## src/rtl/id_ex_stage_if.sv

```systemverilog
// ID/EX pipeline register bundle.
// ID-side fields in, EX-side registered fields and hazard controls out.
interface id_ex_stage_if #(
    parameter int DATA_W = 32,
    parameter int CNT_W  = 16
) ();
    logic              id_valid;
    logic              id_ALUSrc;
    logic              id_MemtoReg;
    logic              id_RegWrite;
    logic              id_MemRead;
    logic              id_MemWrite;
    logic              id_Branch;
    logic [1:0]        id_ALUOp;
    logic [1:0]        id_MUX_final;
    logic [DATA_W-1:0] id_pc;
    logic [DATA_W-1:0] id_rd1;
    logic [DATA_W-1:0] id_rd2;
    logic [DATA_W-1:0] id_imm;
    logic [4:0]        id_rs1;
    logic [4:0]        id_rs2;
    logic [4:0]        id_rd;
    logic [2:0]        id_funct3;
    logic [6:0]        id_funct7;
    logic              ex_flush;

    logic              ex_valid;
    logic              ex_ALUSrc;
    logic              ex_MemtoReg;
    logic              ex_RegWrite;
    logic              ex_MemRead;
    logic              ex_MemWrite;
    logic              ex_Branch;
    logic [1:0]        ex_ALUOp;
    logic [1:0]        ex_MUX_final;
    logic [DATA_W-1:0] ex_pc;
    logic [DATA_W-1:0] ex_rd1;
    logic [DATA_W-1:0] ex_rd2;
    logic [DATA_W-1:0] ex_imm;
    logic [4:0]        ex_rs1;
    logic [4:0]        ex_rs2;
    logic [4:0]        ex_rd;
    logic [2:0]        ex_funct3;
    logic [6:0]        ex_funct7;
    logic              pc_write;
    logic              ifid_write;
    logic [CNT_W-1:0]  bubble_cnt;

    modport master (
        output id_valid, id_ALUSrc, id_MemtoReg, id_RegWrite,
               id_MemRead, id_MemWrite, id_Branch, id_ALUOp,
               id_MUX_final, id_pc, id_rd1, id_rd2, id_imm,
               id_rs1, id_rs2, id_rd, id_funct3, id_funct7,
               ex_flush,
        input  ex_valid, ex_ALUSrc, ex_MemtoReg, ex_RegWrite,
               ex_MemRead, ex_MemWrite, ex_Branch, ex_ALUOp,
               ex_MUX_final, ex_pc, ex_rd1, ex_rd2, ex_imm,
               ex_rs1, ex_rs2, ex_rd, ex_funct3, ex_funct7,
               pc_write, ifid_write, bubble_cnt
    );

    modport slave (
        input  id_valid, id_ALUSrc, id_MemtoReg, id_RegWrite,
               id_MemRead, id_MemWrite, id_Branch, id_ALUOp,
               id_MUX_final, id_pc, id_rd1, id_rd2, id_imm,
               id_rs1, id_rs2, id_rd, id_funct3, id_funct7,
               ex_flush,
        output ex_valid, ex_ALUSrc, ex_MemtoReg, ex_RegWrite,
               ex_MemRead, ex_MemWrite, ex_Branch, ex_ALUOp,
               ex_MUX_final, ex_pc, ex_rd1, ex_rd2, ex_imm,
               ex_rs1, ex_rs2, ex_rd, ex_funct3, ex_funct7,
               pc_write, ifid_write, bubble_cnt
    );
endinterface

```

## src/rtl/id_ex_stage.sv

```systemverilog
// ID/EX pipeline register with load-use stall and flush bubbles.
// Counts inserted bubbles in a saturating counter.
module id_ex_stage #(
    parameter int DATA_W = 32,
    parameter int CNT_W  = 16
) (
    input  logic          clk,
    input  logic          reset,
    id_ex_stage_if.slave  bus
);
    logic load_use;
    logic bubble;
    logic kill;
    logic rs_hit;

    assign rs_hit   = (bus.ex_rd == bus.id_rs1)
                    | (bus.ex_rd == bus.id_rs2);
    assign load_use = bus.ex_valid & bus.ex_MemRead
                    & (bus.ex_rd != 5'd0)
                    & bus.id_valid & rs_hit;
    assign bubble   = bus.ex_flush | load_use;
    assign kill     = bubble | ~bus.id_valid;

    assign bus.pc_write   = ~load_use & ~bus.ex_flush;
    assign bus.ifid_write = ~load_use & ~bus.ex_flush;

    // Control fields: zeroed on a bubble or an empty ID slot.
    always_ff @(posedge clk or negedge reset) begin
        if (!reset) begin
            bus.ex_valid     <= 1'b0;
            bus.ex_RegWrite  <= 1'b0;
            bus.ex_MemRead   <= 1'b0;
            bus.ex_MemWrite  <= 1'b0;
            bus.ex_Branch    <= 1'b0;
            bus.ex_ALUOp     <= 2'b00;
            bus.ex_MUX_final <= 2'b00;
        end else if (kill) begin
            bus.ex_valid     <= 1'b0;
            bus.ex_RegWrite  <= 1'b0;
            bus.ex_MemRead   <= 1'b0;
            bus.ex_MemWrite  <= 1'b0;
            bus.ex_Branch    <= 1'b0;
            bus.ex_ALUOp     <= 2'b00;
            bus.ex_MUX_final <= 2'b00;
        end else begin
            bus.ex_valid     <= 1'b1;
            bus.ex_RegWrite  <= bus.id_RegWrite;
            bus.ex_MemRead   <= bus.id_MemRead;
            bus.ex_MemWrite  <= bus.id_MemWrite;
            bus.ex_Branch    <= bus.id_Branch;
            bus.ex_ALUOp     <= bus.id_ALUOp;
            bus.ex_MUX_final <= bus.id_MUX_final;
        end
    end

    // Data and index fields: always follow ID, harmless under a bubble.
    always_ff @(posedge clk or negedge reset) begin
        if (!reset) begin
            bus.ex_ALUSrc   <= 1'b0;
            bus.ex_MemtoReg <= 1'b0;
            bus.ex_pc       <= '0;
            bus.ex_rd1      <= '0;
            bus.ex_rd2      <= '0;
            bus.ex_imm      <= '0;
            bus.ex_rs1      <= 5'd0;
            bus.ex_rs2      <= 5'd0;
            bus.ex_rd       <= 5'd0;
            bus.ex_funct3   <= 3'd0;
            bus.ex_funct7   <= 7'd0;
        end else begin
            bus.ex_ALUSrc   <= bus.id_ALUSrc;
            bus.ex_MemtoReg <= bus.id_MemtoReg;
            bus.ex_pc       <= bus.id_pc;
            bus.ex_rd1      <= bus.id_rd1;
            bus.ex_rd2      <= bus.id_rd2;
            bus.ex_imm      <= bus.id_imm;
            bus.ex_rs1      <= bus.id_rs1;
            bus.ex_rs2      <= bus.id_rs2;
            bus.ex_rd       <= bus.id_rd;
            bus.ex_funct3   <= bus.id_funct3;
            bus.ex_funct7   <= bus.id_funct7;
        end
    end

    // Bubble counter, sticks at all-ones instead of wrapping.
    always_ff @(posedge clk or negedge reset) begin
        if (!reset) begin
            bus.bubble_cnt <= '0;
        end else if (bubble && (bus.bubble_cnt != {CNT_W{1'b1}})) begin
            bus.bubble_cnt <= bus.bubble_cnt + 1'b1;
        end
    end
endmodule

```

## src/flat_wrapper.sv

```systemverilog
// flat-port wrapper written by rule: the top's interface ports become plain ports
module id_ex_stage_flat 
#(
    parameter int DATA_W = 32,
    parameter int CNT_W  = 16
)
  (clk, reset, bus_id_valid, bus_id_ALUSrc, bus_id_MemtoReg, bus_id_RegWrite, bus_id_MemRead, bus_id_MemWrite, bus_id_Branch, bus_id_ALUOp, bus_id_MUX_final, bus_id_pc, bus_id_rd1, bus_id_rd2, bus_id_imm, bus_id_rs1, bus_id_rs2, bus_id_rd, bus_id_funct3, bus_id_funct7, bus_ex_flush, bus_ex_valid, bus_ex_ALUSrc, bus_ex_MemtoReg, bus_ex_RegWrite, bus_ex_MemRead, bus_ex_MemWrite, bus_ex_Branch, bus_ex_ALUOp, bus_ex_MUX_final, bus_ex_pc, bus_ex_rd1, bus_ex_rd2, bus_ex_imm, bus_ex_rs1, bus_ex_rs2, bus_ex_rd, bus_ex_funct3, bus_ex_funct7, bus_pc_write, bus_ifid_write, bus_bubble_cnt);
  id_ex_stage_if #(.DATA_W(DATA_W), .CNT_W(CNT_W)) bus_i ();
  input  logic clk;
  input  logic reset;
  input wire logic [$bits(bus_i.id_valid)-1:0] bus_id_valid;
  input wire logic [$bits(bus_i.id_ALUSrc)-1:0] bus_id_ALUSrc;
  input wire logic [$bits(bus_i.id_MemtoReg)-1:0] bus_id_MemtoReg;
  input wire logic [$bits(bus_i.id_RegWrite)-1:0] bus_id_RegWrite;
  input wire logic [$bits(bus_i.id_MemRead)-1:0] bus_id_MemRead;
  input wire logic [$bits(bus_i.id_MemWrite)-1:0] bus_id_MemWrite;
  input wire logic [$bits(bus_i.id_Branch)-1:0] bus_id_Branch;
  input wire logic [$bits(bus_i.id_ALUOp)-1:0] bus_id_ALUOp;
  input wire logic [$bits(bus_i.id_MUX_final)-1:0] bus_id_MUX_final;
  input wire logic [$bits(bus_i.id_pc)-1:0] bus_id_pc;
  input wire logic [$bits(bus_i.id_rd1)-1:0] bus_id_rd1;
  input wire logic [$bits(bus_i.id_rd2)-1:0] bus_id_rd2;
  input wire logic [$bits(bus_i.id_imm)-1:0] bus_id_imm;
  input wire logic [$bits(bus_i.id_rs1)-1:0] bus_id_rs1;
  input wire logic [$bits(bus_i.id_rs2)-1:0] bus_id_rs2;
  input wire logic [$bits(bus_i.id_rd)-1:0] bus_id_rd;
  input wire logic [$bits(bus_i.id_funct3)-1:0] bus_id_funct3;
  input wire logic [$bits(bus_i.id_funct7)-1:0] bus_id_funct7;
  input wire logic [$bits(bus_i.ex_flush)-1:0] bus_ex_flush;
  output wire logic [$bits(bus_i.ex_valid)-1:0] bus_ex_valid;
  output wire logic [$bits(bus_i.ex_ALUSrc)-1:0] bus_ex_ALUSrc;
  output wire logic [$bits(bus_i.ex_MemtoReg)-1:0] bus_ex_MemtoReg;
  output wire logic [$bits(bus_i.ex_RegWrite)-1:0] bus_ex_RegWrite;
  output wire logic [$bits(bus_i.ex_MemRead)-1:0] bus_ex_MemRead;
  output wire logic [$bits(bus_i.ex_MemWrite)-1:0] bus_ex_MemWrite;
  output wire logic [$bits(bus_i.ex_Branch)-1:0] bus_ex_Branch;
  output wire logic [$bits(bus_i.ex_ALUOp)-1:0] bus_ex_ALUOp;
  output wire logic [$bits(bus_i.ex_MUX_final)-1:0] bus_ex_MUX_final;
  output wire logic [$bits(bus_i.ex_pc)-1:0] bus_ex_pc;
  output wire logic [$bits(bus_i.ex_rd1)-1:0] bus_ex_rd1;
  output wire logic [$bits(bus_i.ex_rd2)-1:0] bus_ex_rd2;
  output wire logic [$bits(bus_i.ex_imm)-1:0] bus_ex_imm;
  output wire logic [$bits(bus_i.ex_rs1)-1:0] bus_ex_rs1;
  output wire logic [$bits(bus_i.ex_rs2)-1:0] bus_ex_rs2;
  output wire logic [$bits(bus_i.ex_rd)-1:0] bus_ex_rd;
  output wire logic [$bits(bus_i.ex_funct3)-1:0] bus_ex_funct3;
  output wire logic [$bits(bus_i.ex_funct7)-1:0] bus_ex_funct7;
  output wire logic [$bits(bus_i.pc_write)-1:0] bus_pc_write;
  output wire logic [$bits(bus_i.ifid_write)-1:0] bus_ifid_write;
  output wire logic [$bits(bus_i.bubble_cnt)-1:0] bus_bubble_cnt;
  assign bus_i.id_valid = bus_id_valid;
  assign bus_i.id_ALUSrc = bus_id_ALUSrc;
  assign bus_i.id_MemtoReg = bus_id_MemtoReg;
  assign bus_i.id_RegWrite = bus_id_RegWrite;
  assign bus_i.id_MemRead = bus_id_MemRead;
  assign bus_i.id_MemWrite = bus_id_MemWrite;
  assign bus_i.id_Branch = bus_id_Branch;
  assign bus_i.id_ALUOp = bus_id_ALUOp;
  assign bus_i.id_MUX_final = bus_id_MUX_final;
  assign bus_i.id_pc = bus_id_pc;
  assign bus_i.id_rd1 = bus_id_rd1;
  assign bus_i.id_rd2 = bus_id_rd2;
  assign bus_i.id_imm = bus_id_imm;
  assign bus_i.id_rs1 = bus_id_rs1;
  assign bus_i.id_rs2 = bus_id_rs2;
  assign bus_i.id_rd = bus_id_rd;
  assign bus_i.id_funct3 = bus_id_funct3;
  assign bus_i.id_funct7 = bus_id_funct7;
  assign bus_i.ex_flush = bus_ex_flush;
  assign bus_ex_valid = bus_i.ex_valid;
  assign bus_ex_ALUSrc = bus_i.ex_ALUSrc;
  assign bus_ex_MemtoReg = bus_i.ex_MemtoReg;
  assign bus_ex_RegWrite = bus_i.ex_RegWrite;
  assign bus_ex_MemRead = bus_i.ex_MemRead;
  assign bus_ex_MemWrite = bus_i.ex_MemWrite;
  assign bus_ex_Branch = bus_i.ex_Branch;
  assign bus_ex_ALUOp = bus_i.ex_ALUOp;
  assign bus_ex_MUX_final = bus_i.ex_MUX_final;
  assign bus_ex_pc = bus_i.ex_pc;
  assign bus_ex_rd1 = bus_i.ex_rd1;
  assign bus_ex_rd2 = bus_i.ex_rd2;
  assign bus_ex_imm = bus_i.ex_imm;
  assign bus_ex_rs1 = bus_i.ex_rs1;
  assign bus_ex_rs2 = bus_i.ex_rs2;
  assign bus_ex_rd = bus_i.ex_rd;
  assign bus_ex_funct3 = bus_i.ex_funct3;
  assign bus_ex_funct7 = bus_i.ex_funct7;
  assign bus_pc_write = bus_i.pc_write;
  assign bus_ifid_write = bus_i.ifid_write;
  assign bus_bubble_cnt = bus_i.bubble_cnt;
  id_ex_stage #(.DATA_W(DATA_W), .CNT_W(CNT_W)) u_core (.clk(clk), .reset(reset), .bus(bus_i));
endmodule
```

## config.mk

```make
export PLATFORM = sky130hd
export DESIGN_NAME = id_ex_stage_flat
export DESIGN_NICKNAME = d
export VERILOG_FILES = /design/src/rtl/id_ex_stage_if.sv /design/src/rtl/id_ex_stage.sv /design/src/flat_wrapper.sv
export SDC_FILE = /design/constraint.sdc
export NUM_CORES = 1
export LEC_CHECK = 0
export CAP_MARGIN = 20
export CORE_AREA = 2 2 134 136
export DETAILED_ROUTE_END_ITERATION = 6
export DIE_AREA = 0 0 136 138
export HOLD_SLACK_MARGIN = 0.06
export PLACE_DENSITY = 0.8
export SLEW_MARGIN = 20
export SYNTH_ARGS = -nofsm -noshare
export SYNTH_HDL_FRONTEND = slang
export SYNTH_SLANG_ARGS = --single-unit
```

## constraint.sdc

```tcl
create_clock -name clk -period 2.75 [get_ports clk]
set_input_delay 0.55 -clock clk [delete_from_list [all_inputs] [get_ports clk]]
set_output_delay 0.55 -clock clk [all_outputs]
set_load 0.02 [all_outputs]
```

==> impl_metrics.xml, run 1 <==
<?xml version="1.0" encoding="UTF-8"?>
<metrics>
  <group name="status">
    <metric name="status" unit="">completed</metric>
  </group>
  <group name="flow_run">
    <metric name="max-cap-violations" unit="">0</metric>
  </group>
  <group name="timing">
    <metric name="worstMarginPinSlew" unit="ns">0.4626</metric>
    <metric name="finalWorstPathRequiredPeriod" unit="ns">2.574</metric>
    <metric name="slew_headroom" unit="">0.6906</metric>
    <metric name="fin_skew" unit="ns">0.009385</metric>
    <metric name="setup-tns-final" unit="ns">0</metric>
    <metric name="min_period_over_period" unit="">0.9361</metric>
    <metric name="hold_violations" unit="">0</metric>
    <metric name="postLayoutSetupSlackWorst" unit="ns">0.1756</metric>
    <metric name="slew_violations" unit="">0</metric>
    <metric name="report.final.setup_viol" unit="">0</metric>
    <metric name="fmax" unit="MHz">388.4</metric>
    <metric name="rsz0062_at_grt" unit="">false</metric>
  </group>
  <group name="clock_network">
    <metric name="cts-root-to-sink-buffers" unit="">2</metric>
    <metric name="later_pin_clock_latency_in_the_skew_report" unit="ns">0.42</metric>
    <metric name="clock_sink_count" unit="">180</metric>
    <metric name="cts_tree" unit="">yes</metric>
    <metric name="cts.root.buffer_cell" unit="">sky130_fd_sc_hd__clkbuf_16</metric>
    <metric name="h_tree_depth_reported_by_cts" unit="">4</metric>
    <metric name="tritoncts.num_buffers" unit="">17</metric>
    <metric name="cts.reportedPaths.clkPinSlew" unit="ns">0.07</metric>
  </group>
  <group name="synthesis">
    <metric name="ys_seq_area_frac" unit="">0.8824</metric>
    <metric name="post_synth.cell_area_avg" unit="µm²">18.84</metric>
    <metric name="synth_top_area_frac" unit="">0.8824</metric>
    <metric name="synth-seq-cells" unit="">180</metric>
    <metric name="synth_warnings" unit="">0</metric>
    <metric name="yosysUniqueCellTypes" unit="">29</metric>
    <metric name="postSynthNetCount" unit="">439</metric>
    <metric name="netlist_area" unit="mm²">0.005105</metric>
    <metric name="netlist_top_cells_area" unit="">sky130_fd_sc_hd__dfrtp_1, sky130_fd_sc_hd__xnor2_1, sky130_fd_sc_hd__xor2_1</metric>
    <metric name="ys.flop_type" unit="">sky130_fd_sc_hd__dfrtp_1</metric>
    <metric name="synthDominantAreaCellType" unit="">sky130_fd_sc_hd__dfrtp_1</metric>
    <metric name="postSynth.asyncResetShare" unit="">1.000</metric>
    <metric name="yosys.cell_count.top_type" unit="">sky130_fd_sc_hd__dfrtp_1</metric>
    <metric name="synth_edf_count" unit="">0</metric>
    <metric name="yosys-top-cells-count" unit="">sky130_fd_sc_hd__dfrtp_1, sky130_fd_sc_hd__xnor2_1, sky130_fd_sc_hd__nor2_1</metric>
    <metric name="syn-instance-count" unit="">271</metric>
  </group>
  <group name="placed_design">
    <metric name="gpl.final_weighted_congestion" unit="">0.7540</metric>
    <metric name="portbufs" unit="">348</metric>
    <metric name="dp_worst_setup_slack" unit="ns">-0.08269</metric>
    <metric name="dp_hpwl" unit="mm">12.58</metric>
    <metric name="place_inst" unit="">853</metric>
  </group>
  <group name="detailed_routing">
    <metric name="drc_errors" unit="">0</metric>
    <metric name="detail_route.wirelength" unit="mm">15.65</metric>
    <metric name="vias_per_cell" unit="">4.047</metric>
    <metric name="post_drt_wl_per_cell" unit="µm">17.64</metric>
    <metric name="wl_met1" unit="mm">5.498</metric>
    <metric name="route.antenna.remaining_nets" unit="">0</metric>
    <metric name="drtPass1Iterations" unit="">4</metric>
    <metric name="maxUsedRoutingLayer" unit="">met4</metric>
    <metric name="routed-via-count" unit="">3590</metric>
    <metric name="wl_met3" unit="mm">1.604</metric>
    <metric name="detailroute.wirelength.met2" unit="mm">8.307</metric>
    <metric name="first_iter_violations" unit="">117</metric>
  </group>
  <group name="power">
    <metric name="powerDensity" unit="mW/mm²">656.0</metric>
    <metric name="p_leak" unit="µW">0.004092</metric>
    <metric name="ir_worst_vdd" unit="mV">0.3996</metric>
  </group>
  <group name="global_route">
    <metric name="grt_pass1_vias" unit="">3928</metric>
    <metric name="grt_antenna_before_repair" unit="">2</metric>
    <metric name="globalRouteOverflowTotal" unit="">0</metric>
    <metric name="grt_max_degree" unit="">85</metric>
    <metric name="total_routing_resource_utilization_after_global_routing" unit="">0.1702</metric>
    <metric name="grt_pass1_wl" unit="mm">23.36</metric>
  </group>
  <group name="die">
    <metric name="core.rowCount" unit="">49</metric>
    <metric name="die-area" unit="mm²">0.01877</metric>
    <metric name="initial_utilization" unit="">0.2911</metric>
    <metric name="design.core.area" unit="mm²">0.01753</metric>
    <metric name="die_span_y" unit="µm">138</metric>
    <metric name="design.portCount" unit="">349</metric>
    <metric name="die_w" unit="µm">136</metric>
  </group>
  <group name="worst_setup_path">
    <metric name="crit_path_start_kind" unit="">input port</metric>
    <metric name="regToRegEndpoint" unit="">u_core.bus.bubble_cnt[1]</metric>
    <metric name="regToRegStartpoint" unit="">u_core.bus.bubble_cnt[12]</metric>
    <metric name="rr_worst_depth" unit="">5</metric>
    <metric name="worstPathArrival" unit="ns">2.02</metric>
    <metric name="endpoint_kind" unit="">primary output</metric>
    <metric name="cp_data_required_time" unit="ns">2.20</metric>
    <metric name="worst-r2r-setup-slack" unit="ns">0.74</metric>
    <metric name="critical_path_class" unit="">input port to primary output</metric>
    <metric name="worstPathMaxFanout" unit="">3</metric>
  </group>
  <group name="worst_hold_path">
    <metric name="min-delay-start" unit="">u_core.bus.bubble_cnt[10]</metric>
    <metric name="worstHoldEndpoint" unit="">u_core.bus.bubble_cnt[10]</metric>
    <metric name="whs_path_depth" unit="">1</metric>
    <metric name="hold_path.class" unit="">register to register</metric>
  </group>
  <group name="finish">
    <metric name="nNetsFinal" unit="">812</metric>
    <metric name="syn_to_final_growth" unit="%">86.86</metric>
    <metric name="final_cells" unit="">887</metric>
    <metric name="post_route_cells_drive_above_1_share" unit="">0.06555</metric>
  </group>
</metrics>
[metrics by stage]
step	area [µm²]	power [µW]	hold WS [ns]	util
after floorplan	5105	3239	0.2544	-
after global placement	8937	3907	0.4761	0.5097
after detailed placement	8937	3925	0.4846	0.5097
after CTS	9534	6340	0.5015	0.5437
after global routing	9539	6533	0.5313	0.5440
final	9539	6257	0.4967	0.5440
[critical path, cell delays in order]
cell                              delay [ns]
sky130_fd_sc_hd__clkdlybuf4s50_1        0.52
sky130_fd_sc_hd__xnor2_1                0.13
sky130_fd_sc_hd__nand3_1                0.12
sky130_fd_sc_hd__o22ai_1                0.23
sky130_fd_sc_hd__a21oi_1                0.13
sky130_fd_sc_hd__dlygate4sd2_1          0.34
[flip-flops by register name (all words and copies together) (netlist names), 2 cells and up]
name and flops:
u_core.bus.ex_imm 32, u_core.bus.ex_pc 32, u_core.bus.ex_rd1 32, u_core.bus.ex_rd2 32, u_core.bus.bubble_cnt 16, u_core.bus.ex_funct7 7, u_core.bus.ex_rd 5, u_core.bus.ex_rs1 5
u_core.bus.ex_rs2 5, u_core.bus.ex_funct3 3, u_core.bus.ex_ALUOp 2, u_core.bus.ex_MUX_final 2
[layer usage]
layer | up-vias | GRT usage
li1 | 1635 | -
met1 | 1738 | 0.1843
met2 | 200 | 0.2949
met3 | 17 | 0.06931
met4 | 0 | 0.06634
met5 | - | 0
[kinds of logic after synthesis]
family | count (synthesis) | synth area share
muxes | 2 | 0.004411
buffers and inverters | 6 | 0.007352
xor gates and xnor gates | 22 | 0.03774
DFF | 180 | 0.8824
adders and majority gates | 1 | 0.002451
AOI/OAI and AO/OA | 9 | 0.01373
and+or+nand+nor | 51 | 0.05196
[worst max-delay path by stage]
stage                endpoint          start  slack (ns)
3_5_place_dp     bus_pc_write  bus_id_rs2[2]       -0.08
5_1_grt        bus_ifid_write  bus_id_rs1[0]        0.09
4_1_cts          bus_pc_write  bus_id_rs1[0]        0.17
3_3_place_gp     bus_pc_write  bus_id_rs2[2]       -0.09
6_report         bus_pc_write  bus_id_rs1[0]        0.18
2_1_floorplan    bus_pc_write  bus_id_rs1[4]        0.45
[area by class of cell]
cell class                 instances  area, µm²
fill                            1440       7995
inverter                           3      11.26
clock inverter                    14      163.9
clock buffer                      17      425.4
tap                              229      286.5
antenna                            2      5.005
timing repair buffer             357       3580
sequential                       180       4504
multi-input combinational         85      563.0
[where the power goes]
group | leakage (µW) | internal, µW | total [µW] | switching [µW]
clock network | 0.000290 | 1300 | 2390 | 1100
registers | 0.00213 | 2810 | 2900 | 94.2
logic | 0.00167 | 536 | 964 | 428
total | 0.00409 | 4640 | 6260 | 1620
[layout by cell type (no fill, tap or decap), types with 3 or more instances in the layout]
cell                                n
sky130_fd_sc_hd__and3_1            10
sky130_fd_sc_hd__buf_4              6
sky130_fd_sc_hd__clkbuf_16         17
sky130_fd_sc_hd__clkdlybuf4s50_1  345
sky130_fd_sc_hd__clkinv_4           5
sky130_fd_sc_hd__dfrtp_1          180
sky130_fd_sc_hd__inv_1              3
sky130_fd_sc_hd__inv_8              5
sky130_fd_sc_hd__nand2_1            9
sky130_fd_sc_hd__nand3_1            7
sky130_fd_sc_hd__nor2_1            11
sky130_fd_sc_hd__nor3_1             6
sky130_fd_sc_hd__xnor2_1           12
sky130_fd_sc_hd__xor2_1            10
[timing repair]
action / 4_1_cts / 5_1_grt
hold buffers: 1 / 0
hold endpoints to repair: 34 / 0
setup buffers: 0 / 0
resized for setup: 2 / 0
setup endpoints to repair: 2 / 0
(Power assumes the default switching activity.)
==> run 2: changes to the inputs <==
- PLACE_DENSITY: 0.8 -> default
- PLACE_DENSITY_LB_ADDON: default -> 0.05
==> impl_metrics.xml, run 2 (synthesis gave the netlist of run 1 again) <==
<?xml version="1.0" encoding="UTF-8"?>
<metrics>
  <group name="status">
    <metric name="status" unit="">completed</metric>
  </group>
  <group name="worst_setup_path">
    <metric name="cp_data_required_time" unit="ns">2.20</metric>
    <metric name="critical_path_class" unit="">input port to primary output</metric>
    <metric name="endpoint_kind" unit="">primary output</metric>
    <metric name="worstPathMaxFanout" unit="">3</metric>
    <metric name="worstPathArrival" unit="ns">2.02</metric>
    <metric name="crit_path_start_kind" unit="">input port</metric>
  </group>
  <group name="die">
    <metric name="die_span_y" unit="µm">138</metric>
    <metric name="die_w" unit="µm">136</metric>
    <metric name="core.rowCount" unit="">49</metric>
    <metric name="design.portCount" unit="">349</metric>
    <metric name="die-area" unit="mm²">0.01877</metric>
    <metric name="initial_utilization" unit="">0.2911</metric>
    <metric name="design.core.area" unit="mm²">0.01753</metric>
  </group>
  <group name="clock_network">
    <metric name="cts-root-to-sink-buffers" unit="">2</metric>
    <metric name="tritoncts.num_buffers" unit="">17</metric>
    <metric name="h_tree_depth_reported_by_cts" unit="">4</metric>
    <metric name="cts.root.buffer_cell" unit="">sky130_fd_sc_hd__clkbuf_16</metric>
    <metric name="clock_sink_count" unit="">180</metric>
    <metric name="later_pin_clock_latency_in_the_skew_report" unit="ns">0.42</metric>
    <metric name="postCtsHoldBufs" unit="">0</metric>
    <metric name="cts.reportedPaths.clkPinSlew" unit="ns">0.06</metric>
    <metric name="cts_tree" unit="">yes</metric>
  </group>
  <group name="global_route">
    <metric name="grt_antenna_before_repair" unit="">0</metric>
    <metric name="total_routing_resource_utilization_after_global_routing" unit="">0.1749</metric>
    <metric name="grt_max_degree" unit="">53</metric>
    <metric name="grt_pass1_vias" unit="">3789</metric>
    <metric name="globalRouteOverflowTotal" unit="">0</metric>
    <metric name="grt_pass1_wl" unit="mm">23.74</metric>
  </group>
  <group name="detailed_routing">
    <metric name="route.antenna.remaining_nets" unit="">0</metric>
    <metric name="routed-via-count" unit="">3594</metric>
    <metric name="post_drt_wl_per_cell" unit="µm">18.39</metric>
    <metric name="vias_per_cell" unit="">4.043</metric>
    <metric name="detail_route.wirelength" unit="mm">16.35</metric>
    <metric name="drtPass1Iterations" unit="">4</metric>
    <metric name="drc_errors" unit="">0</metric>
    <metric name="first_iter_violations" unit="">89</metric>
  </group>
  <group name="finish">
    <metric name="diodes" unit="">0</metric>
    <metric name="leading_cell_types_in_the_layout_fill_and_taps_excluded" unit="">sky130_fd_sc_hd__clkdlybuf4s50_1, sky130_fd_sc_hd__dfrtp_1, sky130_fd_sc_hd__clkbuf_16</metric>
    <metric name="nNetsFinal" unit="">815</metric>
    <metric name="final.fill_count" unit="">1501</metric>
    <metric name="syn_to_final_growth" unit="%">87.21</metric>
    <metric name="post_route_cells_drive_above_1_share" unit="">0.07121</metric>
    <metric name="layout.cells.most_common" unit="">sky130_fd_sc_hd__clkdlybuf4s50_1</metric>
    <metric name="final_cells" unit="">889</metric>
  </group>
  <group name="placed_design">
    <metric name="place_inst" unit="">857</metric>
    <metric name="dp_worst_setup_slack" unit="ns">-0.09855</metric>
    <metric name="portbufs" unit="">348</metric>
    <metric name="dp_hpwl" unit="mm">12.99</metric>
    <metric name="gpl.final_weighted_congestion" unit="">0.8097</metric>
  </group>
  <group name="timing">
    <metric name="worstMarginPinSlew" unit="ns">0.5038</metric>
    <metric name="report.final.setup_viol" unit="">0</metric>
    <metric name="fin_skew" unit="ns">0.01036</metric>
    <metric name="fmax" unit="MHz">389.7</metric>
    <metric name="hold_violations" unit="">0</metric>
    <metric name="setup-tns-final" unit="ns">0</metric>
    <metric name="rsz0062_at_grt" unit="">false</metric>
    <metric name="slew_violations" unit="">0</metric>
    <metric name="postLayoutSetupSlackWorst" unit="ns">0.1842</metric>
    <metric name="slew_headroom" unit="">0.6641</metric>
    <metric name="min_period_over_period" unit="">0.9330</metric>
    <metric name="finalWorstPathRequiredPeriod" unit="ns">2.566</metric>
  </group>
  <group name="power">
    <metric name="ir_worst_vdd" unit="mV">0.4175</metric>
    <metric name="total_power" unit="µW">6267</metric>
    <metric name="p_leak" unit="µW">0.004101</metric>
    <metric name="powerDensity" unit="mW/mm²">655.7</metric>
  </group>
  <group name="worst_hold_path">
    <metric name="hold_path.class" unit="">input port to asynchronous set/reset pin</metric>
  </group>
  <group name="flow_run">
    <metric name="max-cap-violations" unit="">0</metric>
  </group>
</metrics>
==> run 2: changes by cell type in the layout (fill, tap and decap cells not counted), sizes merged <==
| cell | change |
|---|---|
| buf | +5 |
| bufinv | +1 |
| clkbuf | +3 |
| clkinvlp | +2 |
| diode | -2 |
| dlygate4sd3 | -1 |
| inv | -6 |
==> run 2: metal layers <==
layer	vias to the layer above	GRT usage	routed length (µm)
met4	0	0.07675	509
li1	1638	-	-
met1	1729	0.1837	5645
met2	196	0.3023	8530
met3	31	0.07517	1664
met5	-	0	0
==> run 2: worst max-delay path: stages <==
cell and delay (ns):
sky130_fd_sc_hd__clkdlybuf4s50_1 0.50, sky130_fd_sc_hd__xnor2_1 0.13, sky130_fd_sc_hd__nand3_1 0.10, sky130_fd_sc_hd__o22ai_2 0.25, sky130_fd_sc_hd__a21oi_1 0.14, sky130_fd_sc_hd__dlygate4sd2_1 0.34
==> run 2: timing repair <==
item / 4_1_cts / 5_1_grt
resized for setup: 2 / 1
pin swaps: 0 / 0
setup endpoints to repair: 2 / 2
buffers inserted: 0 / 0
==> run 2: through the flow <==
stage                     hold WS, ns    util  area [µm²]
after floorplan                0.2544       -        5105
after global placement         0.4993  0.5113        8965
after detailed placement       0.4930  0.5113        8965
after CTS                     0.08465  0.5447        9550
after global routing          0.09668  0.5450        9557
final                         0.07001  0.5450        9557
==> run 2: cell type report <==
class	count	area (µm²)	area share
Sequential cell	180	4504	0.4713
Timing Repair Buffer	360	3597	0.3764
Multi-Input combinational cell	85	569.3	0.05957
Clock buffer	21	460.4	0.04818
Tap cell	229	286.5	0.02998
Clock inverter	11	127.6	0.01335
Inverter	3	11.26	0.001178
==> run 2: power breakdown <==
group	switching, µW	internal, µW
logic	433	539
registers	95.9	2810
clock network	999	1390
==> run 2: path summary, 6_finish.rpt <==
kind	start	slack (ns)	end	cells after the start
max in group asynchronous	reset	1.99	u_core.bus.ex_rs2[1]	2
min in group clk	u_core.bus.bubble_cnt[10]	0.51	u_core.bus.bubble_cnt[10]	1
worst max register to register	u_core.bus.bubble_cnt[7]	0.73	u_core.bus.bubble_cnt[1]	5
worst min-delay path	reset	0.07	u_core.bus.ex_rd2[3]	1
worst min register to register	u_core.bus.bubble_cnt[10]	0.51	u_core.bus.bubble_cnt[10]	1
worst max-delay path	bus_id_rs1[2]	0.18	bus_pc_write	6
==> run 3: changes to the inputs <==
- CORE_AREA: 2 2 134 136 -> 2 2 136 138
- CTS_BUF_LIST: default -> sky130_fd_sc_hd__clkbuf_4
- DIE_AREA: 0 0 136 138 -> 0 0 138 140
==> impl_metrics.xml, run 3 (synthesis gave the netlist of run 1 again) <==
<?xml version="1.0" encoding="UTF-8"?>
<metrics>
  <group name="worst_hold_path">
    <metric name="whs_path_depth" unit="">1</metric>
    <metric name="hold_path.class" unit="">input port to register</metric>
    <metric name="worstHoldEndpoint" unit="">u_core.bus.ex_pc[13]</metric>
    <metric name="min-delay-start" unit="">bus_id_pc[13]</metric>
  </group>
  <group name="worst_setup_path">
    <metric name="worstPathArrival" unit="ns">2.02</metric>
    <metric name="rr_worst_depth" unit="">5</metric>
    <metric name="timing.critical_path.slowest_stage_cell" unit="">sky130_fd_sc_hd__dfrtp_2</metric>
    <metric name="endpoint_kind" unit="">primary output</metric>
    <metric name="worst-r2r-setup-slack" unit="ns">0.71</metric>
    <metric name="regToRegEndpoint" unit="">u_core.bus.bubble_cnt[1]</metric>
    <metric name="cell_chain_critical_path" unit="">xnor2_1 &gt; nand3_1 &gt; o22ai_2 &gt; a21oi_1 &gt; dlygate4sd2_1</metric>
    <metric name="critical_path_class" unit="">register to primary output</metric>
    <metric name="timing.critical_path.slowest_cell_delay" unit="ns">0.48</metric>
    <metric name="worstPathMaxFanout" unit="">4</metric>
    <metric name="regToRegStartpoint" unit="">u_core.bus.bubble_cnt[7]</metric>
    <metric name="cp_data_required_time" unit="ns">2.20</metric>
    <metric name="crit_path_start_kind" unit="">register</metric>
  </group>
  <group name="global_route">
    <metric name="grt_antenna_before_repair" unit="">5</metric>
    <metric name="grt_pass1_vias" unit="">3811</metric>
    <metric name="globalRouteOverflowTotal" unit="">0</metric>
    <metric name="grt_max_degree" unit="">68</metric>
    <metric name="grt_pass1_wl" unit="mm">24.81</metric>
    <metric name="total_routing_resource_utilization_after_global_routing" unit="">0.1752</metric>
  </group>
  <group name="die">
    <metric name="design.portCount" unit="">349</metric>
    <metric name="die_w" unit="µm">138</metric>
    <metric name="design.core.area" unit="mm²">0.01778</metric>
    <metric name="initial_utilization" unit="">0.2871</metric>
    <metric name="die-area" unit="mm²">0.01932</metric>
    <metric name="core.rowCount" unit="">49</metric>
    <metric name="die_span_y" unit="µm">140</metric>
  </group>
  <group name="timing">
    <metric name="rsz0062_at_grt" unit="">false</metric>
    <metric name="fmax" unit="MHz">389.4</metric>
    <metric name="worstMarginPinSlew" unit="ns">0.6639</metric>
    <metric name="slew_headroom" unit="">0.5574</metric>
    <metric name="hold_violations" unit="">0</metric>
    <metric name="slew_violations" unit="">0</metric>
    <metric name="finalWorstPathRequiredPeriod" unit="ns">2.568</metric>
    <metric name="report.final.setup_viol" unit="">0</metric>
    <metric name="setup-tns-final" unit="ns">0</metric>
    <metric name="min_period_over_period" unit="">0.9338</metric>
    <metric name="fin_skew" unit="ns">0.02149</metric>
  </group>
  <group name="finish">
    <metric name="post_route_cells_drive_above_1_share" unit="">0.07424</metric>
    <metric name="nNetsFinal" unit="">815</metric>
    <metric name="layout.cells.most_common" unit="">sky130_fd_sc_hd__clkdlybuf4s50_1</metric>
    <metric name="finish.instance_area" unit="mm²">0.009346</metric>
    <metric name="final.fill_count" unit="">1502</metric>
    <metric name="syn_to_final_growth" unit="%">83.09</metric>
    <metric name="layout.area.seq" unit="mm²">0.004506</metric>
    <metric name="multiInputGateArea" unit="µm²">569.3</metric>
    <metric name="leading_cell_types_in_the_layout_fill_and_taps_excluded" unit="">sky130_fd_sc_hd__clkdlybuf4s50_1, sky130_fd_sc_hd__dfrtp_1, sky130_fd_sc_hd__clkbuf_4</metric>
  </group>
  <group name="flow_run">
    <metric name="max-cap-violations" unit="">0</metric>
  </group>
  <group name="detailed_routing">
    <metric name="drtPass1Iterations" unit="">4</metric>
    <metric name="route.antenna.remaining_nets" unit="">0</metric>
    <metric name="vias_per_cell" unit="">3.983</metric>
    <metric name="first_iter_violations" unit="">110</metric>
    <metric name="post_drt_wl_per_cell" unit="µm">18.75</metric>
    <metric name="detail_route.wirelength" unit="mm">16.72</metric>
    <metric name="routed-via-count" unit="">3553</metric>
    <metric name="drc_errors" unit="">0</metric>
  </group>
  <group name="clock_network">
    <metric name="cts.reportedPaths.clkPinSlew" unit="ns">0.15</metric>
    <metric name="cts.root.buffer_cell" unit="">sky130_fd_sc_hd__clkbuf_4</metric>
    <metric name="h_tree_depth_reported_by_cts" unit="">4</metric>
    <metric name="cts-root-to-sink-buffers" unit="">2</metric>
    <metric name="clock_sink_count" unit="">180</metric>
    <metric name="cts_tree" unit="">yes</metric>
    <metric name="tritoncts.num_buffers" unit="">17</metric>
    <metric name="later_pin_clock_latency_in_the_skew_report" unit="ns">0.56</metric>
  </group>
  <group name="status">
    <metric name="status" unit="">completed</metric>
  </group>
  <group name="power">
    <metric name="powerDensity" unit="mW/mm²">598.7</metric>
    <metric name="ir_worst_vdd" unit="mV">0.4127</metric>
    <metric name="p_leak" unit="µW">0.003998</metric>
  </group>
  <group name="placed_design">
    <metric name="dp_hpwl" unit="mm">13.36</metric>
    <metric name="detailed_place.area" unit="mm²">0.008962</metric>
    <metric name="gpl.final_weighted_congestion" unit="">0.7871</metric>
    <metric name="portbufs" unit="">348</metric>
  </group>
</metrics>
-- run 3: cell count changes in the layout (fill, tap and decap cells not counted), moves of 3 or more --
| cell | delta |
|---|---|
| sky130_fd_sc_hd__diode_2 | +3 |
| sky130_fd_sc_hd__clkinv_2 | -3 |
| sky130_fd_sc_hd__clkbuf_16 | -17 |
| sky130_fd_sc_hd__clkbuf_4 | +18 |
-- run 3: final cells by class --
| cell class | count | area share |
|---|---|---|
| clock inverters | 14 | 0.02343 |
| multi-input cells | 85 | 0.06091 |
| flip-flops and latches | 180 | 0.4821 |
| clock buffers | 18 | 0.01446 |
| diodes | 3 | 0.0008032 |
| inverters | 3 | 0.001205 |
| repair buffers | 360 | 0.3865 |
| well taps | 229 | 0.03066 |
-- run 3: metal layers --
layer	track usage	up-vias	wire length [µm]
li1	-	1635	-
met1	0.1908	1710	5998
met2	0.3166	184	9260
met3	0.06359	22	1154
met4	0.05961	2	295
met5	0	-	13
-- run 3: worst max-delay path: cells and delay by family, from the launching register on --
family                    cells  cell delay (ns)
AOI/OAI and AO/OA             2             0.29
xor gates and xnor gates      1             0.21
buffers and inverters         1             0.34
DFF                           1             0.48
and+or+nand+nor               1             0.16
-- run 3: how the worst max path moves through the flow --
stage                              from             end  cells after the start
floorplan                 bus_id_rs1[4]    bus_pc_write                      6
global placement          bus_id_rs2[4]    bus_pc_write                      6
global route        u_core.bus.ex_rd[4]  bus_ifid_write                      5
finish              u_core.bus.ex_rd[4]  bus_ifid_write                      5
detailed placement        bus_id_rs2[4]  bus_ifid_write                      6
CTS                 u_core.bus.ex_rd[4]  bus_ifid_write                      5
-- run 3: report_power, final --
part	leakage, µW	internal (µW)	switching [µW]
registers	0.00213	2800	94.3
logic	0.00169	542	434
clock network	0.000178	764	956
-- run 3: through the flow --
step | hold slack (ns) | utilization | setup WS [ns] | power, µW | instances
after floorplan | 0.2544 | - | 0.4516 | 3239 | 271
after global routing | 0.3273 | 0.5257 | 0.02341 | 5868 | 892
after detailed placement | 0.5020 | 0.5041 | -0.1838 | 3938 | 855
after CTS | 0.3399 | 0.5248 | 0.01075 | 5695 | 888
after global placement | 0.4968 | 0.5041 | -0.1408 | 3928 | 855
final | 0.4112 | 0.5257 | 0.1820 | 5596 | 892
-- run 3: what timing repair did --
action,4_1_cts,5_1_grt
hold endpoints to repair,64,0
endpoints found under the setup margin,2,2
gates resized for setup,3,1
pin swaps,0,1
setup buffers,0,1
hold buffers,1,0
